<file path="config.mk">
export PLATFORM = sky130hd
export DESIGN_NAME = pipelined_barrel_shifter
export DESIGN_NICKNAME = d
export VERILOG_FILES = /design/src/rtl/shifter_pkg.sv /design/src/rtl/pipelined_barrel_shifter_shift_stage.sv /design/src/rtl/pipelined_barrel_shifter.sv
export SDC_FILE = /design/constraint.sdc
export NUM_CORES = 1
export LEC_CHECK = 0
export BUFFER_PORTS_ARGS = -buffer_cell sky130_fd_sc_hd__buf_4
export CORE_MARGIN = 1
export CORE_UTILIZATION = 60
export DETAILED_ROUTE_END_ITERATION = 10
export PLACE_DENSITY_LB_ADDON = 0.1
export SLEW_MARGIN = 10
export SYNTH_ARGS = -nofsm -noshare
export SYNTH_HDL_FRONTEND = slang
export SYNTH_SLANG_ARGS = --single-unit
</file>
<file path="constraint.sdc">
create_clock -name clk -period 2.7 [get_ports clk]
set_clock_uncertainty 0.1 [all_clocks]
set_input_delay 0.27 -clock clk [delete_from_list [all_inputs] [get_ports clk]]
set_output_delay 0.27 -clock clk [all_outputs]
set_load 0.03 [all_outputs]
</file>
<file path="src/rtl/shifter_pkg.sv">
// Shared types for the pipelined barrel shifter.
// Mode encodings, stage control bundle and reserved-mode check.
package shifter_pkg;

    typedef enum logic [2:0] {
        MODE_LSL = 3'b000,
        MODE_LSR = 3'b001,
        MODE_ASR = 3'b010,
        MODE_ROL = 3'b011,
        MODE_ROR = 3'b100
    } mode_e;

    // Data and amt ride alongside this bundle since their widths follow WIDTH.
    typedef struct packed {
        logic [2:0] mode;
        logic       carry;
        logic       err;
    } stage_ctl_t;

    function automatic logic is_reserved_mode(input logic [2:0] m);
        return m > MODE_ROR;
    endfunction

endpackage

</file>
<file path="src/rtl/pipelined_barrel_shifter_shift_stage.sv">
// One conditional shift by DIST plus its pipeline register.
// The register holds everything, bubbles included, while adv is low.
module shift_stage
    import shifter_pkg::*;
#(
    parameter int WIDTH = 8,
    parameter int DIST = 1,
    localparam int AMT_W = $clog2(WIDTH)
) (
    input  logic             clk,
    input  logic             rst_n,
    input  logic             adv,
    input  logic             valid_i,
    input  logic [WIDTH-1:0] data_i,
    input  logic [AMT_W-1:0] amt_i,
    input  stage_ctl_t       ctl_i,
    output logic             valid_o,
    output logic [WIDTH-1:0] data_o,
    output logic [AMT_W-1:0] amt_o,
    output stage_ctl_t       ctl_o,
    output logic             zero_o
);

    localparam int BIT = $clog2(DIST);

    logic             active;
    logic [WIDTH-1:0] data_d, data_q;
    logic             carry_d;
    logic             zero_d;
    logic             valid_q, zero_q;
    logic [AMT_W-1:0] amt_q;
    stage_ctl_t       ctl_q;

    assign active = amt_i[BIT] && !ctl_i.err;

    always_comb begin
        data_d  = data_i;
        carry_d = ctl_i.carry;
        if (active) begin
            unique case (ctl_i.mode)
                MODE_LSL: begin
                    data_d  = data_i << DIST;
                    carry_d = data_i[WIDTH-DIST];
                end
                MODE_LSR: begin
                    data_d  = data_i >> DIST;
                    carry_d = data_i[DIST-1];
                end
                MODE_ASR: begin
                    data_d  = $signed(data_i) >>> DIST;
                    carry_d = data_i[DIST-1];
                end
                MODE_ROL: begin
                    data_d  = {data_i[WIDTH-DIST-1:0], data_i[WIDTH-1:WIDTH-DIST]};
                    carry_d = data_i[WIDTH-DIST];
                end
                MODE_ROR: begin
                    data_d  = {data_i[DIST-1:0], data_i[WIDTH-1:DIST]};
                    carry_d = data_i[DIST-1];
                end
                default: ;
            endcase
        end
        zero_d = ~|data_d;
    end

    always_ff @(posedge clk or negedge rst_n) begin
        if (!rst_n) begin
            valid_q <= 1'b0;
            data_q  <= '0;
            amt_q   <= '0;
            ctl_q   <= '0;
            zero_q  <= 1'b0;
        end else if (adv) begin
            valid_q <= valid_i;
            if (valid_i) begin
                data_q <= data_d;
                amt_q  <= amt_i;
                ctl_q  <= '{mode: ctl_i.mode, carry: carry_d, err: ctl_i.err};
                zero_q <= zero_d;
            end
        end
    end

    assign valid_o = valid_q;
    assign data_o  = data_q;
    assign amt_o   = amt_q;
    assign ctl_o   = ctl_q;
    assign zero_o  = zero_q;

endmodule

</file>
<file path="src/rtl/pipelined_barrel_shifter.sv">
// Pipelined barrel shifter/rotator, one register per log2 stage.
// A single advance enable moves the whole pipe; valid/ready on both ends.
module pipelined_barrel_shifter
    import shifter_pkg::*;
#(
    parameter int WIDTH = 8,
    localparam int AMT_W = $clog2(WIDTH)
) (
    input  logic             clk,
    input  logic             rst_n,
    input  logic             in_valid,
    output logic             in_ready,
    input  logic [WIDTH-1:0] data_in,
    input  logic [AMT_W-1:0] amt,
    input  logic [2:0]       mode,
    output logic             out_valid,
    input  logic             out_ready,
    output logic [WIDTH-1:0] data_out,
    output logic             carry_out,
    output logic             zero,
    output logic             mode_err
);

    logic             adv;
    logic             valid_s [AMT_W+1];
    logic [WIDTH-1:0] data_s  [AMT_W+1];
    logic [AMT_W-1:0] amt_s   [AMT_W+1];
    stage_ctl_t       ctl_s   [AMT_W+1];
    logic [AMT_W-1:0] zero_s;
    logic             unused_tail;

    assign adv      = !out_valid || out_ready;
    assign in_ready = adv;

    assign valid_s[0] = in_valid;
    assign data_s[0]  = data_in;
    assign amt_s[0]   = amt;
    assign ctl_s[0]   = '{mode: mode, carry: 1'b0, err: is_reserved_mode(mode)};

    for (genvar k = 0; k < AMT_W; k++) begin : g_stage
        shift_stage #(
            .WIDTH(WIDTH),
            .DIST (1 << k)
        ) u_stage (
            .clk    (clk),
            .rst_n  (rst_n),
            .adv    (adv),
            .valid_i(valid_s[k]),
            .data_i (data_s[k]),
            .amt_i  (amt_s[k]),
            .ctl_i  (ctl_s[k]),
            .valid_o(valid_s[k+1]),
            .data_o (data_s[k+1]),
            .amt_o  (amt_s[k+1]),
            .ctl_o  (ctl_s[k+1]),
            .zero_o (zero_s[k])
        );
    end

    assign out_valid = valid_s[AMT_W];
    assign data_out  = data_s[AMT_W];
    assign carry_out = ctl_s[AMT_W].carry;
    assign mode_err  = ctl_s[AMT_W].err;
    assign zero      = zero_s[AMT_W-1];

    // Flags of earlier stages and the spent amt/mode are not needed at the output.
    assign unused_tail = ^{zero_s, amt_s[AMT_W], ctl_s[AMT_W].mode};

endmodule
</file>
==> metrics.cfg, run 1 <==
[outcome]
status=complete, no violations

[setup_path]
cp_max_fo=10
endpoint_kind=flop
critical_path.cell_chain=xnor2_1, mux2i_1, nor3_1, a221oi_1, o21ai_0
rr_startpoint=g_stage[0].u_stage.ctl_o[3]$_DFFE_PN0P_
rrSetupSlack_ns=0.72
reg2reg_depth=5
critPathKind=reg -> reg
r2r_end=g_stage[1].u_stage.ctl_o[1]$_DFFE_PN0P_
crit_required_ns=2.76
critPathArrivalTime_ns=2.04
cp_slowest_cell=xnor2_1
slowest_delay_ns=0.59
startpoint_type=flop

[hold_path]
hold_class=in -> reg
min_from=amt[2]
whs_path_depth=3
hold_end=g_stage[0].u_stage.amt_o[2]$_DFFE_PN0P_

[drt]
vias=2167
vias_per_cell=6.16
final_antenna_net_count=0
dr.pass1.iters=5
wl_per_cell_um=15.5
route.detailed.drc=0
wirelength_um=5440
drtIter0Drc=98

[pwr]
p_leak_uw=0.00125
p_clk_share_pct=14.0
ir_drop_uv=401
power_density_nw_per_um2=1030
p_seq_share_pct=40.0
p_int_uw=1660
swShare_pct=42.7
p_sw_uw=1240
pwr-share-comb_pct=46.0

[sta]
setup-tns-final_ns=0
drv_slew=0
setup_viol=0
tightest_slew_ns=0.671
relSlewSlack_pct=54.9
post-route-period-util_pct=73.4
fmax_mhz=505
finalCriticalPeriod_ns=1.98
timing_hold_violations_final=0
rsz0062_at_grt=no

[yosys]
synthTopCellsByCount=48 x nand2_1, 43 x dfrtp_1, 31 x o21ai_0
synth_edf_count=0
syn_inst=289
avgSynthCellArea_um2=8.81
synth.ff_latch_count=43
synth_nets=307
async_flop_share_pct=100
synth.most_common_cell=nand2_1
yosys-top-cells-area=dfrtp_1 42%, nand2_1 7.1%, o21ai_0 6.1%
synth_warnings=0
synth_ff_type=dfrtp_1
synthDistinctLibCells=46
syn_area_um2=2540
yosys.area.top_type=dfrtp_1
netlist.area_leader.share_pct=42.3
seq_area_frac_synth_pct=42.3

[job]
max-cap-violations=0

[floorplanning]
die_x_um=67.1
rows=23
fp.dieArea_um2=4510
die_h_um=67.1
num_io_pins=31
core_area_um2=4030
initial_core_util_pct=63.2

[final_layout]
drive_above_1_share_pct=18.5
nFillCells=355
area_delta_synth_final_pct=10.2
diodes=0
final_area_um2=2800
fin_nets=320

[placed_design]
gp_congestion=0.931
dpl-instance-area_um2=2710
dp_hpwl_um=4000
port-buffer-count=30

[clocking]
clock-sinks=43
cts_resized=0
cts_htree_levels=2
clk_path_buf_depth=2
cts_root_buf=clkbuf_8
cts_tree=built
cts.clk_slew.worst_paths_ns=0.08
cts_hold_buf=1
cts_made_buffers=5
postCtsSetupRepairBufs=0
clkLatencyLatePin_ns=0.29

[global_routing]
grt_pass1_wl_um=8890
gr-total-overflow=0
antenna_found_initial=0
grt_max_degree=44
first_global_vias=1977
track_usage_pct=26.3

==> metrics by stage <==
step / worst slack [ns] / std cells / util (%) / hold slack [ns] / power [uW]
4_1_cts: 0.724 / 352 / 69.6 / 0.0589 / 2910
6_report: 0.718 / 352 / 69.6 / 0.0637 / 2900
2_1_floorplan: 0.660 / 289 / - / -0.126 / 2200
5_1_grt: 0.580 / 352 / 69.6 / 0.0945 / 3120
3_3_place_gp: 0.843 / 344 / 67.2 / 0.186 / 2450
3_5_place_dp: 0.739 / 344 / 67.2 / 0.190 / 2500
==> worst max path at each step <==
stage	start	endpoint	slack [ns]
final	g_stage[0].u_stage.ctl_o[3]$_DFFE_PN0P_	g_stage[1].u_stage.ctl_o[1]$_DFFE_PN0P_	0.72
after global routing	g_stage[0].u_stage.ctl_o[3]$_DFFE_PN0P_	g_stage[1].u_stage.data_o[4]$_DFFE_PN0P_	0.58
after CTS	g_stage[0].u_stage.ctl_o[3]$_DFFE_PN0P_	g_stage[1].u_stage.ctl_o[1]$_DFFE_PN0P_	0.72
after detailed placement	g_stage[0].u_stage.ctl_o[3]$_DFFE_PN0P_	g_stage[1].u_stage.ctl_o[1]$_DFFE_PN0P_	0.74
after global placement	g_stage[0].u_stage.ctl_o[3]$_DFFE_PN0P_	g_stage[1].u_stage.data_o[4]$_DFFE_PN0P_	0.84
after floorplan	g_stage[2].u_stage.valid_o$_DFFE_PN0N_	g_stage[0].u_stage.data_o[0]$_DFFE_PN0P_	0.66
==> cell families (layout without fill, tap and decap cells) <==
| kind of cell | Yosys count | in the layout | share of synthesized area (%) |
|---|---|---|---|
| buf+inv | 37 | 50 | 7.18 |
| mux | 20 | 20 | 8.31 |
| simple gates | 89 | 89 | 15.7 |
| fa+ha+maj | 2 | 2 | 0.787 |
| xor+xnor | 3 | 3 | 1.33 |
| compound gates | 95 | 95 | 24.4 |
| flops | 43 | 43 | 42.3 |
==> registers in the layout, indices dropped and copies added, names as in the netlist <==
name,count
g_stage.u_stage.valid_o,3
g_stage.u_stage.zero_o,1
g_stage.u_stage.ctl_o,12
g_stage.u_stage.amt_o,3
g_stage.u_stage.data_o,24
==> cell type report <==
class / instances / area (um2) / area share (%)
Clock buffer: 6 / 82.6 / 2.95
Inverter: 9 / 33.8 / 1.20
Sequential cell: 43 / 1080 / 38.4
Tap cell: 50 / 62.6 / 2.23
Multi-Input combinational cell: 209 / 1290 / 45.9
Timing Repair Buffer: 34 / 258 / 9.19
Clock inverter: 1 / 5.00 / 0.178
==> power groups by stage <==
stage	Combinational [uW]	Clock [uW]	Sequential, uW
2_1_floorplan	1100	0	1100
3_3_place_gp	1290	0	1160
3_5_place_dp	1330	0	1170
4_1_cts	1340	418	1150
5_1_grt	1480	440	1200
6_report	1330	407	1160
==> critical path: cells and delay by family, from the launching register on <==
family	cells	cell delay [ns]
AND/OR/NAND/NOR	1	0.06
AO/OA/AOI/OAI	2	0.36
multiplexers	1	0.26
flip-flops	1	0.49
XOR/XNOR	1	0.59
==> placed cells by master (no fill, tap or decap), types with 6 or more instances in the layout <==
cell	instances
mux2_2	9
nor2_1	12
o31ai_1	6
buf_4	33
mux2i_1	11
a31oi_1	9
dfrtp_1	43
clkbuf_8	6
a21oi_1	11
o22ai_1	6
or3_1	6
nand2_1	48
inv_1	9
o21ai_0	31
==> per-layer routing <==
| layer | part of all wire [%] | up-vias | global-route usage (%) |
|---|---|---|---|
| met2 | 52 | 54 | 48.3 |
| met4 | 1.6 | 0 | 11.2 |
| met1 | 43 | 1045 | 30.0 |
| met5 | 0 | - | 0 |
| met3 | 3.3 | 10 | 3.77 |
| li1 | - | 1058 | - |
Power figures use the tool's default switching activity.
==> inputs of run 2 (changes only) <==
--- a/config.mk
+++ b/config.mk
@@ -7,7 +7,7 @@
 export LEC_CHECK = 0
 export BUFFER_PORTS_ARGS = -buffer_cell sky130_fd_sc_hd__buf_4
 export CORE_MARGIN = 1
-export CORE_UTILIZATION = 60
+export CORE_UTILIZATION = 58
 export DETAILED_ROUTE_END_ITERATION = 10
 export PLACE_DENSITY_LB_ADDON = 0.1
 export SLEW_MARGIN = 10
==> constraint.sdc (replaced) <==
create_clock -name clk -period 1.91 [get_ports clk]
set_clock_uncertainty 0.1 [all_clocks]
set_input_delay 0.191 -clock clk [delete_from_list [all_inputs] [get_ports clk]]
set_output_delay 0.191 -clock clk [all_outputs]
set_load 0.03 [all_outputs]
==> run 2 against run 1 <==
  * Die area rose by 3.3%
  * Clock power is 53% higher
  * Register-to-register slack lost 0.62 ns
  * Combinational power up 50%
  * Global-route usage grew 0.061 points
  * Highest routed layer unchanged
  * Critical path type unchanged
  * Sequential share of layout area is 1.5 points lower
  * Cell count grew 3.4%
==> metrics.cfg, run 2 (synthesis results as in run 1) <==
[outcome]
status=complete, no violations

[setup_path]
critPathKind=reg -> reg
startpoint=g_stage[1].u_stage.ctl_o[2]$_DFFE_PN0P_
endpoint_kind=flop
startpoint_type=flop
crit_required_ns=2.00
critPathArrivalTime_ns=1.90
critical_path.cell_chain=or3_4, o22ai_2, nand2_1, a211o_1, o31ai_1
cp_max_fo=7
slowest_delay_ns=0.45
rr_startpoint=g_stage[1].u_stage.ctl_o[2]$_DFFE_PN0P_
cp_slowest_cell=dfrtp_1

[pwr]
ir_drop_uv=612
power_density_nw_per_um2=1460
finalPower_uw=4260
p_leak_uw=0.00131

[floorplanning]
num_io_pins=31
initial_core_util_pct=61.8
fp.dieArea_um2=4660
rows=23
die_h_um=68.2
core_area_um2=4120
die_x_um=68.2

[final_layout]
area_delta_synth_final_pct=14.6
final_common_cell=nand2_1
final_area_um2=2920
final_cell_mix=48 x nand2_1, 43 x dfrtp_1, 42 x buf_4, 31 x o21ai_0, 12 x nor2_1
diodes=0
fin_nets=331
largest_reg_flops=24
drive_above_1_share_pct=21.3

[clocking]
clock-sinks=43
cts_root_buf=clkbuf_8
clkLatencyLatePin_ns=0.29
postCtsSetupRepairBufs=0
cts_tree=built
cts_made_buffers=5
clk_path_buf_depth=2
cts.clk_slew.worst_paths_ns=0.08
cts_htree_levels=2

[drt]
drtIter0Drc=78
wirelength_um=5480
route.detailed.drc=0
vias_per_cell=5.98
final_antenna_net_count=0
wl_per_cell_um=15.0
dr.pass1.iters=5
vias=2175

[global_routing]
grtUsageMet1_pct=30.2
grt_max_degree=44
antenna_found_initial=0
top_usage_layer=met2
grt_pass1_wl_um=9110
first_global_vias=2019
met3_usage_pct=5.83
gr-total-overflow=0
track_usage_pct=26.4
use_met2_pct=45.8

[sta]
setup-tns-final_ns=0
drv_slew=0
post-route-period-util_pct=94.6
finalCriticalPeriod_ns=1.81
setup_viol=0
fmax_mhz=553
timing_hold_violations_final=0
tightest_slew_ns=0.525
relSlewSlack_pct=65.0
rsz0062_at_grt=no

[placed_design]
dp_hpwl_um=3930
gp_congestion=0.924
dpl-instance-area_um2=2770
port-buffer-count=30

[job]
max-cap-violations=0

[hold_path]
hold_class=in -> reg
min_from=amt[0]

[run 2: cell types whose count changed in the layout (fill, tap and decap cells not counted), sizes merged]
cell         change
clkinv           -1
clkbuf           +2
buf              +9
dlygate4sd3      +2
[run 2: critical path: cells and delay by family (launching register included)]
| family | cells | cell delay, ns |
|---|---|---|
| AOI/OAI and AO/OA | 3 | 0.66 |
| and+or+nand+nor | 2 | 0.51 |
| DFF | 1 | 0.45 |
[run 2: layout make-up]
class,count,area (um2)
clock buffer,8,100
multi-input combinational,209,1300
tap,50,62.6
timing repair buffer,45,345
fill,354,1200
sequential,43,1080
inverter,9,33.8
[run 2: layer usage]
layer,wire length [um],share of wire (%)
met5,0,0
met4,115,2.1
met3,191,3.5
met2,2730,50
met1,2440,45
[run 2: final timing paths]
path,end,slack (ns),cells past startpoint
min,g_stage[0].u_stage.data_o[0]$_DFFE_PN0P_,0.09,2
min reg2reg,g_stage[2].u_stage.valid_o$_DFFE_PN0N_,0.37,2
max,g_stage[2].u_stage.zero_o$_DFFE_PN0P_,0.10,5
min in group asynchronous,g_stage[2].u_stage.ctl_o[0]$_DFFE_PN0P_,0.32,2
max in group asynchronous,g_stage[0].u_stage.data_o[2]$_DFFE_PN0P_,1.03,2
max reg2reg,g_stage[2].u_stage.zero_o$_DFFE_PN0P_,0.10,5
[run 2: timing repair]
item	4_1_cts	5_1_grt
resized for setup	1	1
hold buffers	3	0
hold endpoints to repair	45	0
setup endpoints to repair	1	1
[run 2: report_power, final]
part	total (uW)	internal, uW	leakage [uW]	switching [uW]
clock network	623	330	0.0000515	293
registers	1630	1250	0.000526	374
logic	2000	901	0.000732	1100
[run 2: through the flow]
| stage | hold slack (ns) | setup slack, ns | utilization, % | std cells |
|---|---|---|---|---|
| 2_1_floorplan | -0.205 | 0.0747 | - | 289 |
| 3_3_place_gp | 0.108 | 0.0746 | 67.4 | 353 |
| 3_5_place_dp | 0.109 | 0.0178 | 67.4 | 353 |
| 4_1_cts | 0.0733 | 0.0340 | 70.8 | 364 |
| 5_1_grt | 0.0851 | 0.0272 | 70.9 | 364 |
| 6_report | 0.0884 | 0.103 | 70.9 | 364 |
==> inputs of run 3 (changes only) <==
--- a/config.mk
+++ b/config.mk
@@ -10,7 +10,7 @@
 export CORE_UTILIZATION = 58
 export DETAILED_ROUTE_END_ITERATION = 10
 export PLACE_DENSITY_LB_ADDON = 0.1
-export SLEW_MARGIN = 10
+export SLEW_MARGIN = 5
 export SYNTH_ARGS = -nofsm -noshare
 export SYNTH_HDL_FRONTEND = slang
 export SYNTH_SLANG_ARGS = --single-unit
==> constraint.sdc (replaced) <==
create_clock -name clk -period 2 [get_ports clk]
set_clock_uncertainty 0.1 [all_clocks]
set_input_delay 0.2 -clock clk [delete_from_list [all_inputs] [get_ports clk]]
set_output_delay 0.2 -clock clk [all_outputs]
set_load 0.03 [all_outputs]
==> run 3 against run 2 <==
  * Die area stayed put
  * Worst setup slack better by 0.030 ns
  * Fmax is 3.2% lower
  * Highest routed layer unchanged
==> metrics.cfg, run 3 (synthesis results as in run 1) <==
[outcome]
status=complete, no violations

[final_layout]
diodes=0
final_cell_mix=48 x nand2_1, 43 x dfrtp_1, 38 x buf_4, 31 x o21ai_0, 12 x nor2_1
fin_nets=326
nFillCells=364
drive_above_1_share_pct=20.4
area_delta_synth_final_pct=12.2
final_common_cell=nand2_1
fin_cells=359
largest_reg_flops=24

[drt]
final_antenna_net_count=0
drtIter0Drc=78
route.detailed.drc=0
dr.pass1.iters=4
vias=2161
wirelength_um=5550
vias_per_cell=6.02
wl_per_cell_um=15.4

[setup_path]
startpoint_type=flop
rr_startpoint=g_stage[1].u_stage.ctl_o[4]$_DFFE_PN0P_
endpoint_kind=flop
critical_path.cell_chain=or3_1, o22ai_2, nand2_1, a211o_1, o31ai_1
cp_max_fo=8
worstPathBufferInverterCount=0
critPathArrivalTime_ns=1.97
slowest_delay_ns=0.50
cp_slowest_cell=or3_1
critPathKind=reg -> reg
crit_required_ns=2.10
startpoint=g_stage[1].u_stage.ctl_o[4]$_DFFE_PN0P_
cp_top_family=compound AO/OA/AOI/OAI gates

[global_routing]
antenna_found_initial=0
use_met2_pct=51.6
grt_pass1_wl_um=9310
first_global_vias=2102
grtUsageMet1_pct=29.6
track_usage_pct=27.2
top_usage_layer=met2
gr-total-overflow=0
grt_max_degree=44
met3_usage_pct=5.50

[floorplanning]
rows=23
die_x_um=68.2
fp.dieArea_um2=4660
num_io_pins=31
die_h_um=68.2
initial_core_util_pct=61.8
core_area_um2=4120

[clocking]
cts_made_buffers=5
cts_root_buf=clkbuf_8
cts_tree=built
clk_path_buf_depth=2
postCtsSetupRepairBufs=0
clock-sinks=43
cts.clk_slew.worst_paths_ns=0.08
clkLatencyLatePin_ns=0.30
cts_htree_levels=2

[pwr]
ir_drop_uv=682
p_leak_uw=0.00128
finalPower_uw=3940
power_density_nw_per_um2=1380

[sta]
post-route-period-util_pct=93.3
timing_hold_violations_final=0
fmax_mhz=536
finalCriticalPeriod_ns=1.87
drv_slew=0
setup_ws_ns=0.134
tightest_slew_ns=0.626
setup_viol=0
fin_hold_ws_ns=0.00708
rsz0062_at_grt=no
relSlewSlack_pct=57.9
setup-tns-final_ns=0

[placed_design]
dp_hpwl_um=4070
dp_slack_ns=0.160
dp_cells=349
port-buffer-count=30
gp_congestion=0.915

[job]
max-cap-violations=0

[hold_path]
min_from=amt[2]
hold_class=in -> reg

## run 3: final timing paths
kind	cells past startpoint	slack, ns	to
worst max-delay path	5	0.13	g_stage[2].u_stage.zero_o$_DFFE_PN0P_
worst min-delay path	3	0.007	g_stage[0].u_stage.amt_o[2]$_DFFE_PN0P_
worst max register to register	5	0.13	g_stage[2].u_stage.zero_o$_DFFE_PN0P_
worst min register to register	2	0.38	g_stage[2].u_stage.data_o[6]$_DFFE_PN0P_
max in group asynchronous	2	1.11	g_stage[1].u_stage.ctl_o[1]$_DFFE_PN0P_
min in group asynchronous	2	0.32	g_stage[2].u_stage.data_o[2]$_DFFE_PN0P_
## run 3: per-stage QoR
step                      area (um2)  utilization [%]
final                           2860             69.4
after global routing            2860             69.4
after CTS                       2850             69.2
after detailed placement        2740             66.7
after global placement          2740             66.7
after floorplan                 2550                -
## run 3: cell type report
cell class	count	area, um2	share of cell area, %
Clock buffer	5	68.8	2.41
Clock inverter	3	15.0	0.526
Inverter	9	33.8	1.18
Multi-Input combinational cell	209	1290	45.3
Sequential cell	43	1080	37.7
Tap cell	50	62.6	2.19
Timing Repair Buffer	40	305	10.7
## run 3: report_power, final
part / internal [uW] / switching [uW]
logic: 803 / 1050
clock network: 239 / 296
registers: 1200 / 363
## run 3: per-layer routing
metal,share of wire [%],wire (um),vias up
li1,-,-,1073
met1,43,2370,1015
met2,52,2890,67
met3,4.1,227,6
met4,1.1,62,0
met5,0,0,-
## run 3: worst min-delay path, cell delays in order
cell and delay (ns):
buf_4 0.07, nand2_1 0.04, nand2_1 0.06
## run 3: repair_timing
item                                    in CTS  in global routing
endpoints found under the setup margin       0                  1
hold endpoints to repair                    44                  0
resized for setup                            0                  1
hold buffers                                 2                  0
